==> src/rtl/rv32i_trap_ctrl.sv <==
// rv32i_trap_ctrl: trap sequencer for the RV32I core.
// Arbitrates synchronous exceptions, interrupts, MRET and WFI. It stalls and
// drains the pipeline, then pulses the CSR file and issues flush plus a PC redirect.
// Every output is a register decoded from the next FSM state.
module rv32i_trap_ctrl #(
  parameter bit          VECTORED_EN = 1'b1,
  parameter logic [31:0] ADDR_MASK   = 32'h00FFFFFF
) (
  input  logic        clk,
  input  logic        rst_n,
  input  logic        exc_mem_valid,
  input  logic [31:0] exc_mem_cause,
  input  logic [31:0] exc_mem_pc,
  input  logic [31:0] exc_mem_tval,
  input  logic        exc_dec_valid,
  input  logic [31:0] exc_dec_cause,
  input  logic [31:0] exc_dec_pc,
  input  logic [31:0] exc_dec_tval,
  input  logic        mret_req,
  input  logic        wfi_req,
  input  logic        mem_busy,
  input  logic        instr_boundary,
  input  logic [31:0] boundary_pc,
  input  logic [31:0] mstatus_in,
  input  logic [31:0] mie_in,
  input  logic [31:0] mip_in,
  input  logic [31:0] mtvec_in,
  input  logic [31:0] mepc_in,
  output logic        exception_trigger,
  output logic [31:0] exception_cause,
  output logic [31:0] exception_pc,
  output logic [31:0] exception_value,
  output logic        mret_trigger,
  output logic        redirect_valid,
  output logic [31:0] redirect_pc,
  output logic        flush,
  output logic        stall_fetch
);

  typedef enum logic [2:0] {
    S_IDLE     = 3'd0,
    S_DRAIN    = 3'd1,
    S_TRAP     = 3'd2,
    S_REDIRECT = 3'd3,
    S_MRET     = 3'd4,
    S_WFI      = 3'd5
  } state_t;

  state_t      state_q;
  state_t      state_d;
  logic        latch_en;
  logic [31:0] cause_d;
  logic [31:0] pc_d;
  logic [31:0] tval_d;

  // Only MIE of mstatus matters here; the remaining bits are deliberately ignored.
  logic unused_mstatus;
  assign unused_mstatus = ^{mstatus_in[31:4], mstatus_in[2:0]};

  // Machine external (bit 11) and timer (bit 7) are the only interrupt sources.
  logic        irq_any;
  logic        irq_pend;
  logic [31:0] irq_cause;
  assign irq_any   = |(mip_in & mie_in & 32'h0000_0880);
  assign irq_pend  = mstatus_in[3] & irq_any;
  assign irq_cause = (mip_in[11] & mie_in[11]) ? 32'h8000_000B : 32'h8000_0007;

  // Trap target uses the already-latched cause, which is stable while in TRAP.
  logic [31:0] vec_base;
  logic [31:0] trap_target;
  logic        use_vector;
  assign vec_base    = mtvec_in & ADDR_MASK & ~32'h0000_0003;
  assign use_vector  = VECTORED_EN && (mtvec_in[1:0] == 2'b01) && exception_cause[31];
  assign trap_target = use_vector ?
                       ((vec_base + {26'b0, exception_cause[3:0], 2'b00}) & ADDR_MASK) :
                       vec_base;

  // Next-state and trap-latch selection; exc_mem always beats anything else.
  always_comb begin
    state_d  = S_IDLE;
    latch_en = 1'b0;
    cause_d  = exception_cause;
    pc_d     = exception_pc;
    tval_d   = exception_value;
    case (state_q)
      S_IDLE: begin
        if (exc_mem_valid) begin
          latch_en = 1'b1;
          cause_d  = exc_mem_cause;
          pc_d     = exc_mem_pc;
          tval_d   = exc_mem_tval;
          state_d  = S_TRAP;
        end else if (exc_dec_valid) begin
          latch_en = 1'b1;
          cause_d  = exc_dec_cause;
          pc_d     = exc_dec_pc;
          tval_d   = exc_dec_tval;
          state_d  = S_TRAP;
        end else if (irq_pend) begin
          state_d = S_DRAIN;
        end else if (mret_req) begin
          state_d = S_MRET;
        end else if (wfi_req) begin
          state_d = S_WFI;
        end else begin
          state_d = S_IDLE;
        end
      end
      S_DRAIN: begin
        if (exc_mem_valid) begin
          latch_en = 1'b1;
          cause_d  = exc_mem_cause;
          pc_d     = exc_mem_pc;
          tval_d   = exc_mem_tval;
          state_d  = S_TRAP;
        end else if (!irq_pend) begin
          state_d = S_IDLE;
        end else if (!mem_busy && instr_boundary) begin
          latch_en = 1'b1;
          cause_d  = irq_cause;
          pc_d     = boundary_pc;
          tval_d   = 32'h0;
          state_d  = S_TRAP;
        end else begin
          state_d = S_DRAIN;
        end
      end
      S_TRAP:     state_d = S_REDIRECT;
      S_REDIRECT: state_d = S_IDLE;
      S_MRET:     state_d = S_IDLE;
      S_WFI:      state_d = irq_any ? S_IDLE : S_WFI;
      default:    state_d = S_IDLE;
    endcase
  end

  // State register plus registered outputs decoded from the state being entered.
  always_ff @(posedge clk or negedge rst_n) begin
    if (!rst_n) begin
      state_q           <= S_IDLE;
      exception_trigger <= 1'b0;
      exception_cause   <= 32'h0;
      exception_pc      <= 32'h0;
      exception_value   <= 32'h0;
      mret_trigger      <= 1'b0;
      redirect_valid    <= 1'b0;
      redirect_pc       <= 32'h0;
      flush             <= 1'b0;
      stall_fetch       <= 1'b0;
    end else begin
      state_q           <= state_d;
      exception_trigger <= (state_d == S_TRAP);
      mret_trigger      <= (state_d == S_MRET);
      redirect_valid    <= (state_d == S_REDIRECT) || (state_d == S_MRET);
      flush             <= (state_d == S_TRAP) || (state_d == S_REDIRECT) ||
                           (state_d == S_MRET);
      stall_fetch       <= (state_d == S_DRAIN) || (state_d == S_TRAP) ||
                           (state_d == S_WFI);
      if (latch_en) begin
        exception_cause <= cause_d;
        exception_pc    <= pc_d;
        exception_value <= tval_d;
      end
      if (state_d == S_REDIRECT) begin
        redirect_pc <= trap_target;
      end else if (state_d == S_MRET) begin
        redirect_pc <= mepc_in & ADDR_MASK;
      end
    end
  end

endmodule
==> config.mk <==
export PLATFORM = sky130hd
export DESIGN_NAME = rv32i_trap_ctrl
export DESIGN_NICKNAME = d
export VERILOG_FILES = /design/src/rtl/rv32i_trap_ctrl.sv
export SDC_FILE = /design/constraint.sdc
export NUM_CORES = 1
export LEC_CHECK = 0
export ABC_AREA = 1
export CAP_MARGIN = 10
export CORE_AREA = 2 2 202 204
export DETAILED_ROUTE_END_ITERATION = 8
export DIE_AREA = 0 0 204 206
export HOLD_SLACK_MARGIN = 0.12
export PLACE_DENSITY = 0.56
export SYNTH_ARGS = -nofsm -noshare
export SYNTH_HDL_FRONTEND = slang
export SYNTH_SLANG_ARGS = --single-unit
export TNS_END_PERCENT = 10
==> constraint.sdc <==
create_clock -name clk -period 2.1 [get_ports clk]
set_input_delay 0.63 -clock clk [delete_from_list [all_inputs] [get_ports clk]]
set_output_delay 0.63 -clock clk [all_outputs]
set_load 0.05 [all_outputs]
# Yosys cells after proc, flatten, opt, wreduce, memory -nomap -nowiden
# Cells that the tools add are included.
[classes] add_sub_neg=1 mul=0 div=0 magnitude_cmp=0 n_eq_ne=12 n_shift=0 mux=38 bitwise=3 n_reduce_logical=13
[ops] operator="$mux 32" n=17
[ops] operator="$pmux 32 s2" n=3
[ops] operator="$add 24x6->24" n=1
[ops] operator="$mux 24" n=1
[ops] operator="$mux 3" n=6
[ops] operator="$and 12x12->12" n=1
[ops] operator="$pmux 3 s4" n=1
[ops] operator="$eq 3x2->1 const B" n=3
[ops] operator="$eq 3x3->1 const B" n=3
[ops] operator="$ne 3x3->1 const B" n=3
[ops] operator="$eq 3x1->1 const B" n=2
[ops] operator="$mux 2" n=3
[ops] operator="$logic_or 1x1->1" n=5
[ops] operator="$mux 1" n=5
[ops] operator="$reduce_and 5->1" n=1
[ops] operator="$mux 4" n=1
[ops] operator="$reduce_bool 2->1" n=2
[ops] operator="$logic_not 3->1" n=1
[ops] operator="$and 1x1->1" n=2
[ops] operator="$eq 2x1->1 const B" n=1
[ops] operator="$logic_and 1x1->1" n=2
[ops] operator="$pmux 1 s2" n=1
[ops] operator="$reduce_or 2->1" n=1
[ops] operator="$logic_not 1->1" n=1
[totals] reg_bits=136 latch_bits=0 mem_bits_rw=0 romBits=0 inputBits=392 out_inout_bits=133 wordCells=77 mem_count=0

# Depth between registers and ports, before layout
# Gate-level depths: netlist of the first run.
[depth] depth_word=10 mapped_depth=13 ltp_nobuf=12

# Worst setup path after synthesis of the first run
# Ideal clock, no wire load.
[synth_path] path_type="flip-flop to flip-flop" from="reg exception_cause[0]" to="reg redirect_pc[6]" setup_ns=0.119 arrival_ns=1.963 required_ns=1.981 slack_ns=0.017 stages_incl_launch_ff=12 path_buffers=0 period_less_slack_ns=2.083 cell_sequence="dfrtp_1 > ha_1 > fa_1 > inv_1 > nor2_1 > nor2_1 > nor2_1 > or2_2 > nand3_1 > nand2_1 > nand2_1 > nand2_1"
[synth_between] elab_chain_len=3
[synth_lines] item="from (decl)" line_no="30" source="output logic [31:0] exception_cause,"
[synth_lines] item="from (signal assigned)" line_no="159" source="exception_cause <= cause_d;"
[synth_lines] item="$add 24x6->24" line_no="75" source="((vec_base + {26'b0, exception_cause[3:0], 2'b00}) & ADDR_MASK) :"
[synth_lines] item="$mux 24" line_no="74" source="assign trap_target = use_vector ?"
[synth_lines] item="$mux 32" line_no="163" source="if (state_d == S_REDIRECT) begin"
[synth_lines] item="to (signal assigned)" line_no="164" source="redirect_pc <= trap_target;"
[synth_lines] item="to (signal assigned)" line_no="166" source="redirect_pc <= mepc_in & ADDR_MASK;"
[synth_lines] item="to (decl)" line_no="35" source="output logic [31:0] redirect_pc,"
# Every way passes these cells.
# A chain may end at the register's enable or synchronous reset.

# Final worst setup path of the first run
# Ends and elaborated chain as after synthesis.

==> results of run 1 <==
[layer usage]
| metal | share of wire | vias to the layer above | GRT usage |
|---|---|---|---|
| li1 | - | 4163 | - |
| met1 | 0.44 | 3804 | 0.178 |
| met2 | 0.48 | 291 | 0.241 |
| met3 | 0.063 | 27 | 0.0419 |
| met4 | 0.019 | 0 | 0.0435 |
| met5 | 0 | - | 0 |
[cells in the final DEF, fill, tap and decap left out, drive strengths merged]
cell / netlist / layout
a21oi: 8 / 8
a31oi: 59 / 59
and2: 1 / 1
buf: 38 / 219
bufinv: 0 / 2
clkbuf: 34 / 23
clkdlybuf4s50: 0 / 278
clkinv: 0 / 4
clkinvlp: 0 / 4
conb: 1 / 8
dfrtp: 128 / 128
dlygate4sd2: 0 / 2
dlygate4sd3: 0 / 1
dlymetal6s2s: 0 / 4
fa: 1 / 1
ha: 4 / 4
inv: 52 / 51
mux2i: 2 / 2
nand2: 342 / 342
nand3: 147 / 147
nand3b: 3 / 3
nand4: 6 / 6
nor2: 94 / 94
nor3: 8 / 8
nor3b: 1 / 1
nor4: 1 / 1
o211ai: 32 / 32
o21ai: 11 / 11
o21bai: 1 / 1
o221ai: 1 / 1
o22ai: 1 / 1
o31ai: 3 / 3
or2: 5 / 5
xnor2: 1 / 1
[sequential cells by signal, summed over array words and instances, names as in the netlist]
name	cells
exception_cause	32
exception_pc	32
exception_value	32
redirect_pc	24
state_q	3
exception_trigger	1
flush	1
mret_trigger	1
redirect_valid	1
stall_fetch	1
[through the flow]
step / power (mW) / hold WS [ns]
floorplan: 11.9 / 0.334
global placement: 16.4 / 0.460
detailed placement: 16.5 / 0.462
CTS: 19.5 / 0.477
global route: 20.8 / 0.493
finish: 19.5 / 0.475
[what timing repair did]
action                                  CTS  global route
resized for setup                         7            24
buffers inserted                          0             4
endpoints found under the hold margin    32             0
hold buffers                              1             0
endpoints found under the setup margin    8           101
pin swaps                                 0            10
cloned                                    0             3
[cells by family (layout without fill, tap and decap cells)]
logic type               count (synthesis)  after routing  synth area share
AND/OR/NAND/NOR                        608            608             0.357
AO/OA/AOI/OAI                          116            116             0.105
buffers and inverters                  124            588            0.0790
XOR/XNOR                                 1              1           0.00122
flip-flops                             128            128             0.445
multiplexers                             2              2           0.00278
adder cells (fa/ha/maj)                  5              5           0.00972
other                                    1              8          0.000520
[critical path, cell delays in order, from the launching register on]
cell     delay, ns
dfrtp_1       0.42
ha_2          0.21
fa_2          0.41
inv_1         0.06
nor2_1        0.04
nor2_1        0.12
nor2_2        0.08
or2_2         0.27
nand3_1       0.07
nand2_1       0.05
nand2_1       0.05
nand2_1       0.05
[layout make-up]
cell class | instances | area [um2]
clock buffers | 20 | 457
inverters | 52 | 210
repair buffers | 507 | 4740
multi-input cells | 740 | 3550
clock inverters | 9 | 113
fillers | 4309 | 27200
flip-flops and latches | 128 | 3200
well taps | 532 | 666
[worst min-delay path by stage]
| stage | endpoint | cells after the start | slack, ns | startpoint |
|---|---|---|---|---|
| after global placement | redirect_pc[0] | 2 | 0.46 | redirect_pc[0] |
| after floorplan | exception_cause[0] | 0 | 0.33 | rst_n |
| after CTS | redirect_pc[7] | 2 | 0.48 | redirect_pc[7] |
| after detailed placement | redirect_pc[7] | 2 | 0.46 | redirect_pc[7] |
| after global routing | redirect_pc[7] | 2 | 0.49 | redirect_pc[7] |
| final | redirect_pc[7] | 2 | 0.48 | redirect_pc[7] |
[report_power, final]
part / internal (mW) / switching (mW)
Sequential: 3.71 / 0.791
Clock: 1.79 / 1.17
Combinational: 4.16 / 7.92
==> metrics.md, run 1 <==
| Metric | Value |
|---|---|
| Status | finished, final reports clean |
| Chip height | 206 um |
| Synthesis Warnings | 0 |
| Remaining DRCs | 0 |
| Cell count of the worst reg-to-reg path | 11 |
| Pre-CTS WS | -0.569 ns |
| Period Utilization, post-route | 0.931 |
| Most common flop cell mapped by yosys | dfrtp_1 |
| H-tree depth | 4 |
| # IOs | 525 |
| Worst Setup EP | redirect_pc[6] |
| Vias per std cell | 4.17 |
| F_max | 0.511 GHz |
| Area Growth Syn to Fin | 79.6% |
| Initial Util | 0.179 |
| Crit path launch | exception_cause[0] |
| Largest net degree at the start of global routing | 74 |
| Vias in the first global route | 8113 |
| Post-DP Area | 0.0122 mm2 |
| Via count | 8285 |
| Final hold violations | 0 |
| Global placer's final weighted congestion | 0.850 |
| Dominant cell type by area after synthesis | dfrtp_1 |
| First-pass GRT wire length | 45.8 mm |
| Final Setup Violations | 0 |
| Ant. Diodes | 0 |
| Die area | 0.0420 mm2 |
| Fraction of layout cells with a size suffix above 1 | 0.198 |
| Synth Register Bits | 128 |
| Clk_lat worst skew | 0.44 ns |
| Max FO, Critical Path | 4 |
| Power per standard cell area | 1510 mW/mm2 |
| Post-synth ARST share | 1.00 |
| Slew @ Worst Pin | 0.547 ns |
| Final setup margin | 0.144 ns |
| Core box area | 0.0402 mm2 |
| WP data required | 2.42 ns |
| Final antenna-violating net count | 0 |
| Initial antenna violation count | 1 |
| Die X | 204 um |
| Top-area cell type share of the netlist area | 0.445 |
| Cell Area, Synth | 0.00721 mm2 |
| Relative slew margins | 0.636 |
| Worst Setup Start Kind | register |
| Worst r2r dst | redirect_pc[6] |
| Critical path endpoint category | register |
| 1st-pass router iterations | 4 |
| Max Cap Viol | 0 |
| 1st-iter DRT viols | 336 |
| Routed wire length | 31.0 mm |
| Non-filler instance count after layout | 1988 |
| Reg2Reg Setup Slack | 0.14 ns |
| RR Startpoint | exception_cause[0] |
| Final instance area | 0.0129 mm2 |
| Post-DP HPWL | 23.8 mm |
| Sinks on Clock Net | 128 |
| Critical setup path kind | register to register |
| Syn_area_per_cell | 7.32 um2 |
| Cts bufs inserted | 17 |
| Classification of the worst-slack hold path | register to register |
| Slew Viols, Final | 0 |
| Most frequent cells after synthesis | 338 x nand2_1, 147 x nand3_1, 128 x dfrtp_1, 91 x nor2_1, 59 x a31oi_1 |
| NumNets Final | 1843 |
| Synth top area cells | dfrtp_1 44%, nand2_1 18%, nand3_1 10% |
| Worst-path clk slew | 0.06 ns |
| Global Route Usage Sum | 0.144 |
| Port Buf Inserts | 409 |
| Post-synth EDFFs | 0 |
| Most common cell in the netlist | nand2_1 |
| Min Tclk post-route | 1.96 ns |
| Worst vdd ir | 0.000877 V |
| Worst EP arrival | 2.28 ns |
| FP Rows | 74 |
| Root Buffer | clkbuf_16 |
| Placed cells | 1951 |
| Unrepaired setup endpoints after global routing | no |
| Yosys cell types | 37 |
| Setup TNS | 0 ns |
| GR Overflow Total | 0 |
| Leakage power | 5.98 nW |
| Mapped Cells | 985 |
| Average routed wire per standard cell | 15.6 um |
| Clock Tree Buf Depth | 2 |
| Final Core Density | 0.322 |
| Clock Skew | 0.0132 ns |
| CTS tree | built |
| Sequential area share after synthesis | 0.445 |
No activity file was read; power rests on OpenSTA's default activity.
==> inputs of run 2 (changes only) <==
ABC_AREA = not set   (was 1)
CORE_AREA = 2 2 203 205   (was 2 2 202 204)
DIE_AREA = 0 0 205 207   (was 0 0 204 206)
PLACE_DENSITY = 0.54   (was 0.56)
==> metrics.md, run 2 <==
| Metric | Value |
|---|---|
| Status | complete, but fails checks |
| Failing checks | setup timing |
| CTS tree | built |
| Yosys cell types | 48 (+30%) |
| F_max | 0.468 GHz (-8.4%) |
| Port Buf Inserts | 409 (unchanged) |
| Mapped Cells | 713 (-28%) |
| Root Buffer | clkbuf_16 |
| Core box area | 0.0404 mm2 (+0.46%) |
| Post-DP Area | 0.0114 mm2 (-6.2%) |
| Initial Util | 0.165 (-0.0141) |
| GR Overflow Total | 0 (unchanged) |
| Switching pwr | 9.72 mW (-1.7%) |
| # IOs | 525 (unchanged) |
| Worst path max stage delay | 0.45 ns (+0.03 ns) |
| Synthesis Warnings | 0 (unchanged) |
| Internal | 10.2 mW (+5.2%) |
| Final Setup Violations | 72 (+72) |
| Critical setup path kind | input pin to register |
| Tot Pwr | 19.9 mW (+1.7%) |
| Worst EP arrival | 2.45 ns (+0.17 ns) |
| Slew @ Worst Pin | 0.472 ns (-0.0744 ns) |
| Period Utilization, post-route | 1.02 (+0.0854) |
| Largest net degree at the start of global routing | 69 (-6.8%) |
| Most frequent cells after synthesis | 128 x dfrtp_1, 118 x nand2_1, 89 x o21ai_1, 60 x a22oi_1, 56 x mux2i_1 |
| Clk_lat worst skew | 0.43 ns (about the same) |
| Synth Register Bits | 128 (unchanged) |
| Syn_area_per_cell | 9.36 um2 (+28%) |
| Placed cells | 1658 (-15%) |
| Worst-path clk slew | 0.06 ns (about the same) |
| Die X | 205 um (+0.49%) |
| Most common cell in the netlist | dfrtp_1 |
| Most frequent cells in the layout | 263 x clkdlybuf4s50_1, 170 x buf_4, 126 x dfrtp_1 |
| Post-DP HPWL | 21.1 mm (-11%) |
| Most common cell after layout, fill and taps aside | clkdlybuf4s50_1 |
| H-tree depth | 4 (unchanged) |
| Power per standard cell area | 1540 mW/mm2 (+2.2%) |
| Min Tclk post-route | 2.14 ns (+0.179 ns) |
| Area Growth Syn to Fin | 93.1% |
| Final hold violations | 0 (unchanged) |
| Final instance area | 0.0129 mm2 (-0.45%) |
| Clock power frac | 0.164 (+0.013) |
| Global placer's final weighted congestion | 0.822 (-3.4%) |
| Vias per std cell | 4.22 (+1.2%) |
| Cts bufs inserted | 17 (unchanged) |
| Remaining DRCs | 0 (unchanged) |
| Post-synth EDFFs | 0 (unchanged) |
| Pre-CTS WS | -0.813 ns (-0.243 ns) |
| NumNets Final | 1564 (-15%) |
| Dominant cell type by area after synthesis | dfrtp_1 |
| Worst vdd ir | 0.000591 V (-33%) |
| Final antenna-violating net count | 0 (unchanged) |
| Final setup margin | -0.0353 ns (-0.179 ns) |
| Cell Area, Synth | 0.00667 mm2 (-7.4%) |
| Worst Setup Start Kind | input pin |
| Biggest registers after layout | exception_cause (32), exception_pc (32), exception_value (32) |
| First-pass GRT wire length | 42.6 mm (-7.0%) |
| Die area | 0.0424 mm2 (+0.98%) |
| Most common flop cell mapped by yosys | dfrtp_1 |
| Clock Tree Buf Depth | 2 (unchanged) |
| Sinks on Clock Net | 128 (unchanged) |
| Global Route Usage Sum | 0.132 (-0.0115) |
| Leakage power | 5.66 nW (-5.3%) |
| Unrepaired setup endpoints after global routing | yes |
| 1st-iter DRT viols | 298 (-11%) |
| Max FO, Critical Path | 5 (+1) |
| Routed wire length | 31.1 mm (+0.48%) |
| Top-area cell type share of the netlist area | 0.480 (+0.0357) |
| Classification of the worst-slack hold path | register to register |
| Sequential area share after synthesis | 0.480 (+0.0357) |
| Slew Viols, Final | 0 (unchanged) |
| Average routed wire per standard cell | 18.2 um (+17%) |
| Sequential share of power | 0.222 (-0.008) |
| Fraction of layout cells with a size suffix above 1 | 0.271 (+0.0734) |
| Critical path endpoint category | register |
| Max Cap Viol | 0 (unchanged) |
| Sw Ratio | 0.489 (-0.0171) |
| WP data required | 2.42 ns (about the same) |
| Vias in the first global route | 7206 (-11%) |
| Post-synth ARST share | 1.00 (unchanged) |
| Clock Skew | 0.00527 ns (-0.00793 ns) |
| Fill cells | 4260 (-1.1%) |
| Relative slew margins | 0.676 (+0.0406) |
| FP Rows | 74 (unchanged) |
| Initial antenna violation count | 1 (unchanged) |
| Via count | 7223 (-13%) |
| Setup TNS | -1.18 ns (-1.18 ns) |
| Comb pwr share | 0.615 (-0.003) |
| 1st-pass router iterations | 5 (+1) |
| Non-filler instance count after layout | 1713 (-14%) |
| Chip height | 207 um (+0.49%) |
| Slowest CP cell | or3_4 |
| Crit path cell chain | clkdlybuf4s15_1 > or3b_1 > o32a_1 > or3_4 > buf_12 > inv_6 > mux2_4 |
| Synth top area cells | dfrtp_1 48%, mux2i_1 8.4%, a22oi_1 6.8% |
-- run 2: repair_timing --
item | in CTS | in global routing
pin swaps | 15 | 30
gates resized for setup | 46 | 86
endpoints found under the setup margin | 114 | 108
buffers inserted | 4 | 0
hold buffers | 1 | 0
hold endpoints to repair | 14 | 0
gates cloned | 5 | 12
-- run 2: kinds of logic after synthesis --
kind of cell	after synthesis	synth area share
compound gates	228	0.203
simple gates	207	0.137
flops	128	0.480
buf+inv	67	0.0559
mux	59	0.0891
xor+xnor	18	0.0236
fa+ha+maj	5	0.0105
other cells	1	0.000562
-- run 2: final cells by class --
class                      instances  area [um2]  area share
clock buffer                      23         478      0.0371
sequential                       128        3210       0.249
inverter                           6        27.5     0.00214
multi-input combinational        525        3490       0.271
antenna                            1        2.50    0.000194
clock inverter                     9         154      0.0119
timing repair buffer             489        4860       0.377
tap                              532         666      0.0517
-- run 2: layer usage --
layer	GRT usage	wire length, um	part of all wire
met1	0.158	13300	0.43
met2	0.230	15500	0.50
met3	0.0382	2030	0.065
met4	0.0342	364	0.012
met5	0	0	0
-- run 2: path summary, 6_finish.rpt --
kind                                  endpoint            start  slack [ns]  cells after the start
max                         exception_cause[2]   instr_boundary       -0.04                      7
min                            exception_pc[6]  exception_pc[6]        0.48                      2
max reg2reg                 exception_cause[2]       state_q[2]       -0.02                      6
min reg2reg                    exception_pc[6]  exception_pc[6]        0.48                      2
max in group asynchronous  exception_cause[16]            rst_n        0.81                      3
min in group asynchronous  exception_value[16]            rst_n        0.70                      2
-- run 2: stage by stage --
stage / util / hold slack (ns)
finish: 0.319 / 0.484
CTS: 0.305 / 0.486
global placement: 0.283 / 0.466
detailed placement: 0.283 / 0.473
floorplan: - / 0.334
global route: 0.319 / 0.507
-- run 2: worst max-delay path: cells and delay by family --
kind | cells | cell delay (ns)
mux | 1 | 0.28
buf+inv | 3 | 0.41
simple gates | 2 | 0.80
compound gates | 1 | 0.32
-- run 2: power by group through the flow --
stage,Combinational [mW],Clock [mW],Sequential [mW]
floorplan,2.98,0,8.15
global placement,10.4,0,4.31
detailed placement,10.5,0,4.34
CTS,11.1,3.35,4.32
global route,12.9,3.46,4.56
finish,12.2,3.25,4.41
